<file path="config.mk">
export PLATFORM = sky130hd
export DESIGN_NAME = cv32e40s_fencei_flush_responder
export DESIGN_NICKNAME = d
export VERILOG_FILES = /design/src/rtl/cv32e40s_fencei_flush_responder.sv
export SDC_FILE = /design/constraint.sdc
export NUM_CORES = 1
export LEC_CHECK = 0
export ABC_AREA = 1
export BUFFER_PORTS_ARGS = -buffer_cell sky130_fd_sc_hd__buf_4
export CORE_UTILIZATION = 30
export CTS_BUF_LIST = sky130_fd_sc_hd__clkbuf_8
export CTS_CLUSTER_SIZE = 28
export DETAILED_ROUTE_END_ITERATION = 10
export PLACE_DENSITY = 0.47
export RECOVER_POWER = 50
export SLEW_MARGIN = 15
export SYNTH_ARGS = -nofsm -noshare
export SYNTH_HDL_FRONTEND = slang
export SYNTH_SLANG_ARGS = --single-unit
</file>
<file path="constraint.sdc">
create_clock -name clk -period 1.9 [get_ports clk]
set_input_delay 0 -clock clk [delete_from_list [all_inputs] [get_ports clk]]
set_output_delay 0 -clock clk [all_outputs]
set_load 0.05 [all_outputs]
</file>
<file path="src/rtl/cv32e40s_fencei_flush_responder.sv">
// fence.i flush responder: drains the write buffer, walks every
// I-cache/prefetch line with an invalidate, then pulses a one-cycle ack.
// Ports:
//   clk, rst                  clock, synchronous active-high reset
//   fencei_flush_req_i        flush request (held until ack seen)
//   fencei_flush_ack_o        single-cycle acknowledge
//   wbuf_drain_o/wbuf_empty_i write buffer drain request / empty status
//   inv_valid_o/inv_ready_i   line invalidate handshake
//   inv_idx_o                 line index being invalidated
//   busy_o                    sequence in progress
//   flush_cnt_o               saturating count of completed flushes
module cv32e40s_fencei_flush_responder #(
   parameter  int unsigned NUM_LINES  = 16,
   localparam int unsigned LINE_IDX_W = $clog2(NUM_LINES),
   parameter  int unsigned CNT_W      = 16
) (
   input  logic                  clk,
   input  logic                  rst,
   input  logic                  fencei_flush_req_i,
   output logic                  fencei_flush_ack_o,
   output logic                  wbuf_drain_o,
   input  logic                  wbuf_empty_i,
   output logic                  inv_valid_o,
   input  logic                  inv_ready_i,
   output logic [LINE_IDX_W-1:0] inv_idx_o,
   output logic                  busy_o,
   output logic [CNT_W-1:0]      flush_cnt_o
);

   typedef enum logic [2:0] {
      IDLE,
      DRAIN,
      INVAL,
      ACK,
      DONE
   } state_e;

   localparam logic [LINE_IDX_W-1:0] IDX_MAX =
      LINE_IDX_W'(NUM_LINES - 1);

   state_e                state_q, state_d;
   logic [LINE_IDX_W-1:0] idx_q, idx_d;
   logic [CNT_W-1:0]      cnt_q, cnt_d;

   always_ff @(posedge clk) begin
      if (rst) begin
         state_q <= IDLE;
         idx_q   <= '0;
         cnt_q   <= '0;
      end else begin
         state_q <= state_d;
         idx_q   <= idx_d;
         cnt_q   <= cnt_d;
      end
   end

   always_comb begin
      state_d            = state_q;
      idx_d              = idx_q;
      cnt_d              = cnt_q;
      fencei_flush_ack_o = 1'b0;
      wbuf_drain_o       = 1'b0;
      inv_valid_o        = 1'b0;
      busy_o             = (state_q != IDLE);

      unique case (state_q)
         IDLE: begin
            if (fencei_flush_req_i) begin
               state_d = DRAIN;
            end
         end
         DRAIN: begin
            wbuf_drain_o = 1'b1;
            if (wbuf_empty_i) begin
               state_d = INVAL;
               idx_d   = '0;
            end
         end
         INVAL: begin
            inv_valid_o = 1'b1;
            if (inv_ready_i) begin
               if (idx_q == IDX_MAX) begin
                  state_d = ACK;
                  idx_d   = '0;
               end else begin
                  idx_d = idx_q + LINE_IDX_W'(1);
               end
            end
         end
         ACK: begin
            fencei_flush_ack_o = 1'b1;
            state_d            = DONE;
            if (!(&cnt_q)) begin
               cnt_d = cnt_q + CNT_W'(1);
            end
         end
         DONE: begin
            // A request still held from the last flush must not retrigger.
            if (!fencei_flush_req_i) begin
               state_d = IDLE;
            end
         end
         default: begin
            state_d = IDLE;
         end
      endcase
   end

   // idx_q is 0 everywhere outside INVAL, so it can drive the port directly.
   assign inv_idx_o   = idx_q;
   assign flush_cnt_o = cnt_q;

   a_ack_single : assert property (
      @(posedge clk) disable iff (rst)
      fencei_flush_ack_o |=> !fencei_flush_ack_o);

   a_idx_stable : assert property (
      @(posedge clk) disable iff (rst)
      (inv_valid_o && !inv_ready_i) |=>
         (inv_valid_o && $stable(inv_idx_o)));

   // idx starts at 0 on DRAIN exit and steps once per handshake, so
   // entering ACK only via the last-line handshake means exactly
   // NUM_LINES invalidates were accepted.
   a_ack_after_walk : assert property (
      @(posedge clk) disable iff (rst)
      (state_q == ACK) |->
         $past(state_q == INVAL && inv_ready_i && idx_q == IDX_MAX));

endmodule

</file>
# Word-level counts from Yosys, hierarchy flattened

Cells that the tools add are included.

Reductions and logical operators: 7
Mux-type cells: 13
Bitwise logic cells: 1
Add/subtract/negate cells: 2
Eq/ne operators: 10

Operators with widths:

| cell                                                 | number |
|---|---|
| adder 16 x 1 -> 16 bit (second input constant)       | 1 |
| AND reduction 16 bit                                 | 1 |
| 2-to-1 mux 3 bit                                     | 5 |
| one-hot mux 3 bit (5 select lines)                   | 1 |
| 2-to-1 mux 4 bit                                     | 3 |
| inequality test 2 bit (second input constant)        | 5 |
| one-hot mux 4 bit (2 select lines)                   | 1 |
| equality test 3 x 2 -> 1 bit (second input constant) | 2 |
| AND reduction 5 bit                                  | 1 |
| adder 4 x 1 -> 4 bit (second input constant)         | 1 |
| equality test 4 bit (second input constant)          | 1 |
| equality test 3 x 1 -> 1 bit (second input constant) | 1 |
| equality test 3 bit (second input constant)          | 1 |
| zero test 3 bit                                      | 1 |
| 2-to-1 mux 1 bit                                     | 3 |
| AND reduction 3 bit                                  | 1 |
| nonzero test 3 bit                                   | 1 |
| AND reduction 2 bit                                  | 1 |
| nonzero test 2 bit                                   | 1 |
| inverter 1 bit                                       | 1 |

Logic and storage cells: 36
Input bits: 5
Register bits: 23
Output and inout bits: 24

# Longest topological paths before layout

Gate-level depths: netlist (run 1).

Word-level depth: 4
Mapped depth: 9

# Worst setup path after synthesis (run 1)

OpenSTA, ideal clock, no wires.

Path type: reg2reg
Start: register cnt_q[1], in the netlist flush_cnt_o[1]
End: register cnt_q[10], in the netlist flush_cnt_o[10]
Data arrival time: 1,680 ps
Required time: 1,783 ps
Stages on the path, launching flop included: 8
Setup time: 117 ps
Setup slack: 102 ps
Cells stage by stage: dfxtp_1 ha_1 nand2_1 nor2_4 nand4_4 buf_6 a21oi_1 nor2_1

Cells in the longest elaborated chain, start to end: 3
Elaborated cells between the ends (all ways): 4
Classes of those cells: add/sub (1); bitwise (1); reduce/logical (2)

RTL lines:

| item                                                           | line | source |
|---|---|---|
| start: declaration                                             | 43   | `logic [CNT_W-1:0] cnt_q, cnt_d;` |
| start signal: assignment                                       | 53   | `cnt_q <= cnt_d;` |
| branches (longest 3 deep; another with adder 16 x 1 -> 16 bit) | --   |  |

Several ways; the timed one is not identified.
A chain may end at the register's enable or synchronous reset.

# Final worst setup path (run 1)

Start: register cnt_q[0], in the netlist flush_cnt_o[0]
End: register cnt_q[14], in the netlist flush_cnt_o[14]

The elaborated chain is that of the path after synthesis.

==> results.yml, run 1 <==
route:
  drc_errors: 4
  detail_route.vias_per_cell: 4.698
  total_wirelength_um: 3381
  route.detailed.wl_per_inst_um: 11.46
  detail-route-antenna-nets: 0
  detailedRoute.firstIterationViolations: 70
  drt_pass1_iterations: 7
  dr_total_vias: 1386
power:
  p_leak_nw: 0.6623
  peakVddDrop_uv: 383.4
  powerDensity_nw_per_um2: 1005
floorplan:
  design.die.area_um2: 4996
  design.portCount: 29
  fp.dieW_um: 70.68
  core_footprint_um2: 4444
  number_of_core_rows: 24
  die_h_um: 70.68
  initial_core_util_pct: 31.84
clock_tree:
  cts_sinks: 23
  clkSlewWorstSetupHoldPaths_ns: 0.09
  h-tree-depth: 1
  tritoncts: "yes"
  post_cts.repair.setup_buffers: 0
  ctsLongestPathBuffers: 2
  cts.hold.buffers_added: 1
  tritoncts.num_buffers: 3
  clk_latency_ns: 0.27
  cts-root-buf: "clkbuf_8"
  cts.repair.resized: 0
cells_and_area:
  area_growth_syn_to_layout_pct: 17.24
  num-nets-final: 251
  final_cell_count_no_fill: 295
  nFillCells: 493
  drive_gt1_share_pct: 16.05
  diodes: 0
  layout.core_utilization_pct: 37.33
worst_setup_path:
  worst-endpoint-required_ns: 2.06
  worst_r2r_startpoint: "flush_cnt_o[0]"
  critPathMaxStageDelay_ns: 0.40
  critical_path_peak_fanout: 15
  timing.critical_path.slowest_stage_cell: "dfxtp_1"
  r2r_slack_ns: 0.43
  critical_path.startpoint_type: "register"
  cp_cell_sequence: "ha_1 > nand2_1 > nor2_4 > nand4_4 > a21oi_1 > nor2_1"
  critical_path_arrival_ns: 1.63
  timing.reg2reg.worst_path_depth: 6
  cp-end-kind: "register"
  criticalPathCategory: "register to register"
  r2r-end: "flush_cnt_o[14]"
logic_synthesis:
  synth.top_cells.by_count: "46 x nor2_1, 45 x nand2_1, 23 x dfxtp_1, 20 x nand3_1, 19 x inv_1"
  cell_area_after_synthesis_um2: 1415
  post_synth_num_cell_types: 25
  postSynth.asyncResetShare_pct: 0
  synth-edff-count: 0
  register_bit_count_reported_by_yosys: 23
  synth.area.top_cells: "dfxtp_1 33%, nor2_1 12%, nand2_1 12%"
  synth_sequential_area_ratio_pct: 32.54
  post_synth_inst_count: 211
  synth_fp_nets: 218
  yosys_most_used_dff: "dfxtp_1"
  yosysWarnings: 0
  syn_area_per_cell_um2: 6.707
  synth_area_leader_cell: "dfxtp_1"
  most_instantiated_library_cell_after_synthesis: "nor2_1"
  yosys.area.top_type_share_pct: 32.54
sta:
  share_of_the_clock_period_used_by_the_worst_path_pct: 77.36
  setup_viol: 0
  totalNegativeSetupSlack_ns: 0
  slew_violations: 0
  maxSlewHeadroom_pct: 58.76
  timing.final.ws_setup_ns: 0.4301
  final.setup_skew_ns: 0.01043
  highest_clock_rate_ghz: 0.6803
  finalWorstPathRequiredPeriod_ns: 1.470
  worstMarginPinSlew_ns: 0.6213
  unrepaired_setup_endpoints_after_global_routing: "no"
  final-hold-violation-count: 0
placement:
  place.detailed.hpwl_um: 2593
  dp_cells: 290
  gpl.final_weighted_congestion: 0.8369
  place.port_buffers: 28
  dpl_worst_slack_ns: 0.3953
min_path:
  worstHoldStart: "fencei_flush_req_i"
  class_of_the_tightest_hold_or_removal_check: "input port to register"
  min_path_cells: 3
  min_delay_worst_endpoint: "state_q[2]"
global_route:
  grt_antenna_before_repair: 0
  gr-total-overflow: 0
  gr-usage-all-layers_pct: 15.38
  grt_first_pass_wirelength_um: 6078
  maximum_number_of_pins_on_one_net_before_global_route_repair: 18
  grt_pass1_vias: 1313
status:
  failed_checks: "DRC"
  run_status: "finished with violations"
flow_run:
  max-cap-violations: 0
## final cells by class
type	count	area, um2	area share [%]
Clock buffer	3	41.29	2.489
Clock inverter	1	5.005	0.3017
Inverter	20	75.07	4.525
Multi-Input combinational cell	166	863.3	52.04
Sequential cell	23	460.4	27.75
Tap cell	52	65.06	3.922
Timing Repair Buffer	30	148.9	8.974
## where the power goes
group	switching, mW	internal (mW)
Combinational	0.537	0.182
Clock	0.170	0.147
Sequential	0.0902	0.541
## per-stage QoR
step                      hold slack (ns)  power, mW  area, um2
after floorplan                   0.06244      1.210       1415
after global placement             0.2315      1.420       1682
after detailed placement           0.2314      1.410       1682
after CTS                         0.02588      1.736       1738
after global routing              0.05206      1.792       1659
final                             0.02915      1.668       1659
## worst max-delay path by stage
stage                    from               to  slack, ns  depth (start not counted)
2_1_floorplan  flush_cnt_o[1]  flush_cnt_o[10]       0.10                          7
3_3_place_gp   flush_cnt_o[0]  flush_cnt_o[15]       0.42                          6
3_5_place_dp   flush_cnt_o[0]  flush_cnt_o[14]       0.40                          6
4_1_cts        flush_cnt_o[0]  flush_cnt_o[14]       0.38                          6
5_1_grt        flush_cnt_o[0]   flush_cnt_o[6]       0.21                          8
6_report       flush_cnt_o[0]  flush_cnt_o[14]       0.43                          6
## worst max-delay path, delay by kind of cell, from the launching register on
kind / cells / cell delay (ns)
flip-flops: 1 / 0.40
AO/OA/AOI/OAI: 1 / 0.21
adder cells (fa/ha/maj): 1 / 0.22
AND/OR/NAND/NOR: 4 / 0.54
## kinds of logic (layout without fill, tap and decap cells)
group | count (synthesis) | after routing | synth area share [%]
AND/OR/NAND/NOR | 143 | 143 | 51.02
buffers and inverters | 22 | 54 | 6.454
AO/OA/AOI/OAI | 21 | 21 | 8.223
adder cells (fa/ha/maj) | 2 | 2 | 1.768
flip-flops | 23 | 23 | 32.54
## routing by layer
layer	global-route usage, %	vias up	routed length, um
met1	20.30	617	1753
met2	25.32	23	1476
met4	4.000	0	29
met3	3.561	2	122
met5	0	-	0
li1	-	744	-
## placed cells by master, fill, tap and decap left out, types with 2 or more instances in the layout
cell      synthesis  layout
inv_1            19      19
buf_4             0       8
o21ai_0           7       7
nor2_2            4       4
nand2_1          45      45
nor2_4            6       6
nand4_1           4       4
dfxtp_1          23      23
ha_1              2       2
clkbuf_8          0       3
a21oi_1          11      11
clkbuf_1          0      21
nand3b_1          2       2
nand2_2           8       8
nand3_1          20      20
nor2_1           46      46
nor3_1            2       2
o21ai_2           2       2
## registers in the layout, summed over array words and instances (netlist names)
| name | count |
|---|---|
| inv_idx_o | 4 |
| flush_cnt_o | 16 |
| state_q | 3 |
Note: power is estimated with default switching activity, not from simulation.
==> run 2, diff against run 1 <==
--- a/config.mk
+++ b/config.mk
@@ -11,7 +11,7 @@
 export CTS_BUF_LIST = sky130_fd_sc_hd__clkbuf_8
 export CTS_CLUSTER_SIZE = 28
 export DETAILED_ROUTE_END_ITERATION = 10
-export PLACE_DENSITY = 0.47
+export PLACE_DENSITY = 0.49
 export RECOVER_POWER = 50
 export SLEW_MARGIN = 15
 export SYNTH_ARGS = -nofsm -noshare
==> constraint.sdc (replaced) <==
create_clock -name clk -period 1.2 [get_ports clk]
set_input_delay 0 -clock clk [delete_from_list [all_inputs] [get_ports clk]]
set_output_delay 0 -clock clk [all_outputs]
set_load 0.05 [all_outputs]
==> run 2 against run 1 <==
Compared with the run above:
- the flow finishes with violations (DRC, setup timing)
- via count up 13%
- hold slack better by 0.0090 ns
- critical path type unchanged
- die area unchanged
- largest cell class unchanged
==> results.yml, run 2 (synthesized netlist as in run 1, its figures left out) <==
worst_setup_path:
  critical_path.startpoint_type: "register"
  r2r_slack_ns: -0.14
  criticalPathCategory: "register to register"
  timing.critical_path.slowest_stage_cell: "dfxtp_4"
  cp-end-kind: "register"
  cp_top_family: "flip-flops"
  timing.reg2reg.worst_path_depth: 7
  critical_path_peak_fanout: 12
  worst-endpoint-required_ns: 1.37
  critical_path_arrival_ns: 1.50
  critPathLaunch: "flush_cnt_o[1]"
  worst-path-buf-inv: 1
  critPathMaxStageDelay_ns: 0.38
  cp_cell_sequence: "ha_4 > nand2_4 > nor2_4 > nand4_4 > buf_12 > a21oi_2 > nor2_1"
  r2r-end: "flush_cnt_o[13]"
  worst_r2r_startpoint: "flush_cnt_o[1]"
global_route:
  gr-total-overflow: 0
  grt_pass1_vias: 1438
  maximum_number_of_pins_on_one_net_before_global_route_repair: 14
  grt_first_pass_wirelength_um: 6948
  grt_antenna_before_repair: 0
  gr-usage-all-layers_pct: 17.67
clock_tree:
  tritoncts: "yes"
  clkSlewWorstSetupHoldPaths_ns: 0.08
  clk_latency_ns: 0.27
  ctsLongestPathBuffers: 2
  h-tree-depth: 1
  tritoncts.num_buffers: 3
  cts-root-buf: "clkbuf_8"
  cts_sinks: 23
sta:
  highest_clock_rate_ghz: 0.7479
  maxSlewHeadroom_pct: 81.52
  share_of_the_clock_period_used_by_the_worst_path_pct: 111.4
  final-hold-violation-count: 0
  unrepaired_setup_endpoints_after_global_routing: "yes"
  timing.final.ws_setup_ns: -0.1370
  finalWorstPathRequiredPeriod_ns: 1.337
  final.setup_skew_ns: 0.001558
  totalNegativeSetupSlack_ns: -1.407
  slew_violations: 0
  worstMarginPinSlew_ns: 0.2784
  setup_viol: 19
power:
  powerDensity_nw_per_um2: 1380
  pwr-share-clk_pct: 15.0
  switching_share_pct: 44.57
  seq_power_share_pct: 31.5
  power.switching_mw: 1.479
  cell_internal_pwr_mw: 1.839
  report.power.total_mw: 3.318
  peakVddDrop_uv: 1050
  comb_pwr_share_pct: 53.5
  p_leak_nw: 1.058
route:
  detailedRoute.firstIterationViolations: 46
  detail_route.vias_per_cell: 4.627
  drt_pass1_iterations: 7
  dr_total_vias: 1564
  route.detailed.wl_per_inst_um: 12.21
  drc_errors: 2
  total_wirelength_um: 4126
  detail-route-antenna-nets: 0
cells_and_area:
  nFillCells: 439
  drive_gt1_share_pct: 59.09
  area_growth_syn_to_layout_pct: 69.94
  largest_register_ffs: 16
  diodes: 0
  multi_input_area_um2: 1082
  most-common-layout-cells: "53 x buf_4, 41 x nand2_1, 32 x nor2_1"
  regArea_um2: 526.8
  final_cell_area_um2: 2405
  num-nets-final: 294
  commonest_non_fill_non_tap_cell_in_the_layout: "buf_4"
placement:
  dpl_worst_slack_ns: -0.1346
  place.port_buffers: 28
  dpl_cell_area_um2: 2135
  gpl.final_weighted_congestion: 0.8349
  place.detailed.hpwl_um: 3117
min_path:
  class_of_the_tightest_hold_or_removal_check: "input port to register"
  worstHoldStart: "fencei_flush_req_i"
  min_delay_worst_endpoint: "state_q[2]"
  min_path_cells: 3
floorplan:
  fp.dieW_um: 70.68
  design.portCount: 29
  die_h_um: 70.68
  core_footprint_um2: 4444
  design.die.area_um2: 4996
  initial_core_util_pct: 31.84
  number_of_core_rows: 24
status:
  run_status: "finished with violations"
  failed_checks: "DRC, setup timing"
flow_run:
  max-cap-violations: 0
==> run 2: changes by cell type in the layout (fill, tap and decap cells not counted), sizes merged <==
cell | before | now
buf | 8 | 65
clkbuf | 24 | 10
clkinvlp | 0 | 1
inv | 20 | 19
==> run 2: cell type report <==
| class | instances | area share, % |
|---|---|---|
| well taps | 52 | 2.706 |
| multi-input cells | 166 | 45.01 |
| clock inverters | 1 | 0.2081 |
| flip-flops and latches | 23 | 21.90 |
| repair buffers | 73 | 24.87 |
| clock buffers | 3 | 1.717 |
| inverters | 20 | 3.590 |
==> run 2: worst max path at each step <==
stage / end / depth (start not counted)
6_report: flush_cnt_o[13] / 7
5_1_grt: flush_cnt_o[14] / 8
4_1_cts: flush_cnt_o[6] / 8
3_5_place_dp: flush_cnt_o[11] / 7
3_3_place_gp: flush_cnt_o[11] / 7
2_1_floorplan: flush_cnt_o[3] / 7
==> run 2: what timing repair did <==
item,4_1_cts,5_1_grt
hold buffers,1,0
setup buffers,1,2
pin swaps,5,9
resized for setup,23,34
endpoints found under the setup margin,23,25
endpoints found under the hold margin,6,0
cloned,0,0
==> run 2: power by group through the flow <==
stage / clock (mW) / sequential, mW / combinational (mW)
6_report: 0.498 / 1.05 / 1.77
5_1_grt: 0.560 / 1.06 / 1.92
4_1_cts: 0.530 / 1.03 / 1.58
3_5_place_dp: 0 / 1.03 / 1.47
3_3_place_gp: 0 / 1.04 / 1.47
2_1_floorplan: 0 / 1.24 / 0.743
==> run 2: worst min-delay path, delay by kind of cell <==
kind	cells	cell delay [ns]
AOI/OAI and AO/OA	1	0.06
buffers and inverters	1	0.11
and+or+nand+nor	1	0.10
==> run 2: stage by stage <==
stage / cells / utilization (%) / hold WS [ns]
6_report: 338 / 54.11 / 0.03819
5_1_grt: 338 / 54.11 / 0.03164
4_1_cts: 336 / 51.46 / 0.02081
3_5_place_dp: 330 / 48.03 / 0.2247
3_3_place_gp: 330 / 48.03 / 0.2280
2_1_floorplan: 211 / - / 0.05508
==> run 2: metal layers <==
layer  track usage [%]  routed length [um]  vias up
met1             24.93                2033      701
met3             3.561                 109        4
li1                  -                   -      837
met2             28.10                1945       22
met5                 0                   0        -
met4             3.333                  38        0
==> run 3, diff against run 2 <==
--- a/config.mk
+++ b/config.mk
@@ -11,7 +11,8 @@
 export CTS_BUF_LIST = sky130_fd_sc_hd__clkbuf_8
 export CTS_CLUSTER_SIZE = 28
 export DETAILED_ROUTE_END_ITERATION = 10
-export PLACE_DENSITY = 0.49
+export HOLD_SLACK_MARGIN = 0.06
+export PLACE_DENSITY = 0.47
 export RECOVER_POWER = 50
 export SLEW_MARGIN = 15
 export SYNTH_ARGS = -nofsm -noshare
==> constraint.sdc (replaced) <==
create_clock -name clk -period 1.5 [get_ports clk]
set_input_delay 0 -clock clk [delete_from_list [all_inputs] [get_ports clk]]
set_output_delay 0 -clock clk [all_outputs]
set_load 0.05 [all_outputs]
==> run 3 against run 2 <==
Compared with the run above:
- the run ends with DRC left
- wire length is 12% lower
- sequential cell count unchanged
- clock skew increased by 0.0017 ns
- worst setup slack improved by 0.24 ns
- sequential power fell by 22%
- first-iteration DRC count rose by 8.7%
- count of clock-buffer cells in the layout stayed put
- power shrank 35%
- clock power decreased by 22%
- largest power group unchanged
- highest routed layer unchanged
==> results.yml, run 3 (synthesized netlist as in run 1, its figures left out) <==
worst_setup_path:
  critical_path.startpoint_type: "register"
  worst-endpoint-required_ns: 1.66
  worst-path-buf-inv: 0
  critical_path_peak_fanout: 4
  cp_num_cells: 8
  criticalPathCategory: "register to register"
  cp_cell_sequence: "ha_4 > nand2_2 > nor2_4 > nand2_4 > nor2_4 > nor2_1 > nor2_1 > nor2_1"
  critPathMaxStageDelay_ns: 0.38
  timing.reg2reg.worst_path_depth: 8
  critical_path_arrival_ns: 1.56
  timing.critical_path.slowest_stage_cell: "dfxtp_4"
  cp_top_family: "simple AND/OR/NAND/NOR gates"
  cp-end-kind: "register"
  path_common_cell: "nor2_1"
power:
  powerDensity_nw_per_um2: 1206
  report.power.total_mw: 2.146
  peakVddDrop_uv: 685.5
  p_leak_nw: 0.7291
route:
  total_wirelength_um: 3621
  detail_route.vias_per_cell: 4.613
  route.detailed.wl_per_inst_um: 12.07
  drt_pass1_iterations: 7
  drc_errors: 4
  dr_total_vias: 1384
  detailedRoute.firstIterationViolations: 50
  detail-route-antenna-nets: 0
floorplan:
  die_h_um: 70.68
  fp.dieW_um: 70.68
  design.die.area_um2: 4996
  initial_core_util_pct: 31.84
  number_of_core_rows: 24
  core_footprint_um2: 4444
  design.portCount: 29
cells_and_area:
  commonest_non_fill_non_tap_cell_in_the_layout: "nor2_1"
  multi_input_area_um2: 919.6
  final_cell_area_um2: 1779
  diodes: 0
  nFillCells: 506
  regArea_um2: 489.2
  largest_register_ffs: 16
  most-common-layout-cells: "46 x nor2_1, 45 x nand2_1, 20 x inv_1, 20 x clkbuf_1, 19 x nand3_1"
  drive_gt1_share_pct: 25.81
  num-nets-final: 256
  area_growth_syn_to_layout_pct: 25.73
global_route:
  gr-total-overflow: 0
  grt_antenna_before_repair: 0
  maximum_number_of_pins_on_one_net_before_global_route_repair: 18
  gr-usage-all-layers_pct: 14.81
  grt_pass1_vias: 1202
  grt_first_pass_wirelength_um: 5844
sta:
  timing.final.ws_setup_ns: 0.1067
  final-hold-violation-count: 0
  totalNegativeSetupSlack_ns: 0
  setup_viol: 0
  slew_violations: 0
  share_of_the_clock_period_used_by_the_worst_path_pct: 92.88
  highest_clock_rate_ghz: 0.7177
  maxSlewHeadroom_pct: 58.95
  worstMarginPinSlew_ns: 0.6185
  hold-worst-slack_ns: 0.1545
  unrepaired_setup_endpoints_after_global_routing: "no"
  final.setup_skew_ns: 0.003213
  finalWorstPathRequiredPeriod_ns: 1.393
min_path:
  class_of_the_tightest_hold_or_removal_check: "input port to register"
  min_path_cells: 4
clock_tree:
  clkSlewWorstSetupHoldPaths_ns: 0.08
  cts-root-buf: "clkbuf_8"
  cts_sinks: 23
  clk_latency_ns: 0.26
  h-tree-depth: 1
  ctsLongestPathBuffers: 2
  tritoncts: "yes"
  tritoncts.num_buffers: 3
placement:
  gpl.final_weighted_congestion: 0.8057
  place.port_buffers: 28
  dpl_worst_slack_ns: 0.05600
  place.detailed.hpwl_um: 2681
  dpl_cell_area_um2: 1724
flow_run:
  max-cap-violations: 0
status:
  failed_checks: "DRC"
  run_status: "finished with violations"
## run 3: layout make-up
cell class / instances / share of cell area, %
repair buffers: 34 / 10.41
clock buffers: 3 / 2.321
flip-flops and latches: 23 / 27.50
multi-input cells: 167 / 51.69
well taps: 52 / 3.657
inverters: 20 / 4.219
clock inverters: 1 / 0.2110
## run 3: path summary, 6_finish.rpt
path	slack (ns)	endpoint	startpoint
setup / recovery	0.11	flush_cnt_o[1]	flush_cnt_o[0]
hold / removal	0.15	state_q[0]	wbuf_empty_i
setup reg to reg	0.11	flush_cnt_o[1]	flush_cnt_o[0]
hold reg to reg	0.51	flush_cnt_o[15]	flush_cnt_o[15]
## run 3: per-stage QoR
| step | std cells | utilization [%] |
|---|---|---|
| 2_1_floorplan | 211 | - |
| 3_3_place_gp | 292 | 38.80 |
| 3_5_place_dp | 292 | 38.80 |
| 4_1_cts | 298 | 40.26 |
| 5_1_grt | 300 | 40.03 |
| 6_report | 300 | 40.03 |
## run 3: worst reg2reg max path: cells and delay by family, from the launching register on
| kind | cells | cell delay [ns] |
|---|---|---|
| DFF | 1 | 0.38 |
| adders and majority gates | 1 | 0.15 |
| and+or+nand+nor | 7 | 0.76 |
## run 3: power by group
part           switching (mW)  total, mW  internal, mW
combinational           0.682      0.938         0.256
clock                   0.207      0.390         0.183
sequential              0.122      0.818         0.696
## run 3: per-layer routing
| layer | part of all wire [%] | vias up | wire length (um) | global-route usage (%) |
|---|---|---|---|---|
| met5 | 0 | - | 0 | 0 |
| met1 | 55 | 604 | 1991 | 21.95 |
| li1 | - | 753 | - | - |
| met3 | 3.3 | 2 | 121 | 3.419 |
| met2 | 41 | 25 | 1489 | 22.01 |
| met4 | 0.52 | 0 | 19 | 2.667 |
## run 3: what timing repair did
| item | in CTS | in global routing |
|---|---|---|
| setup buffers | 0 | 1 |
| endpoints found under the hold margin | 6 | 0 |
| resized for setup | 0 | 9 |
| setup endpoints to repair | 0 | 13 |
| hold buffers | 2 | 0 |
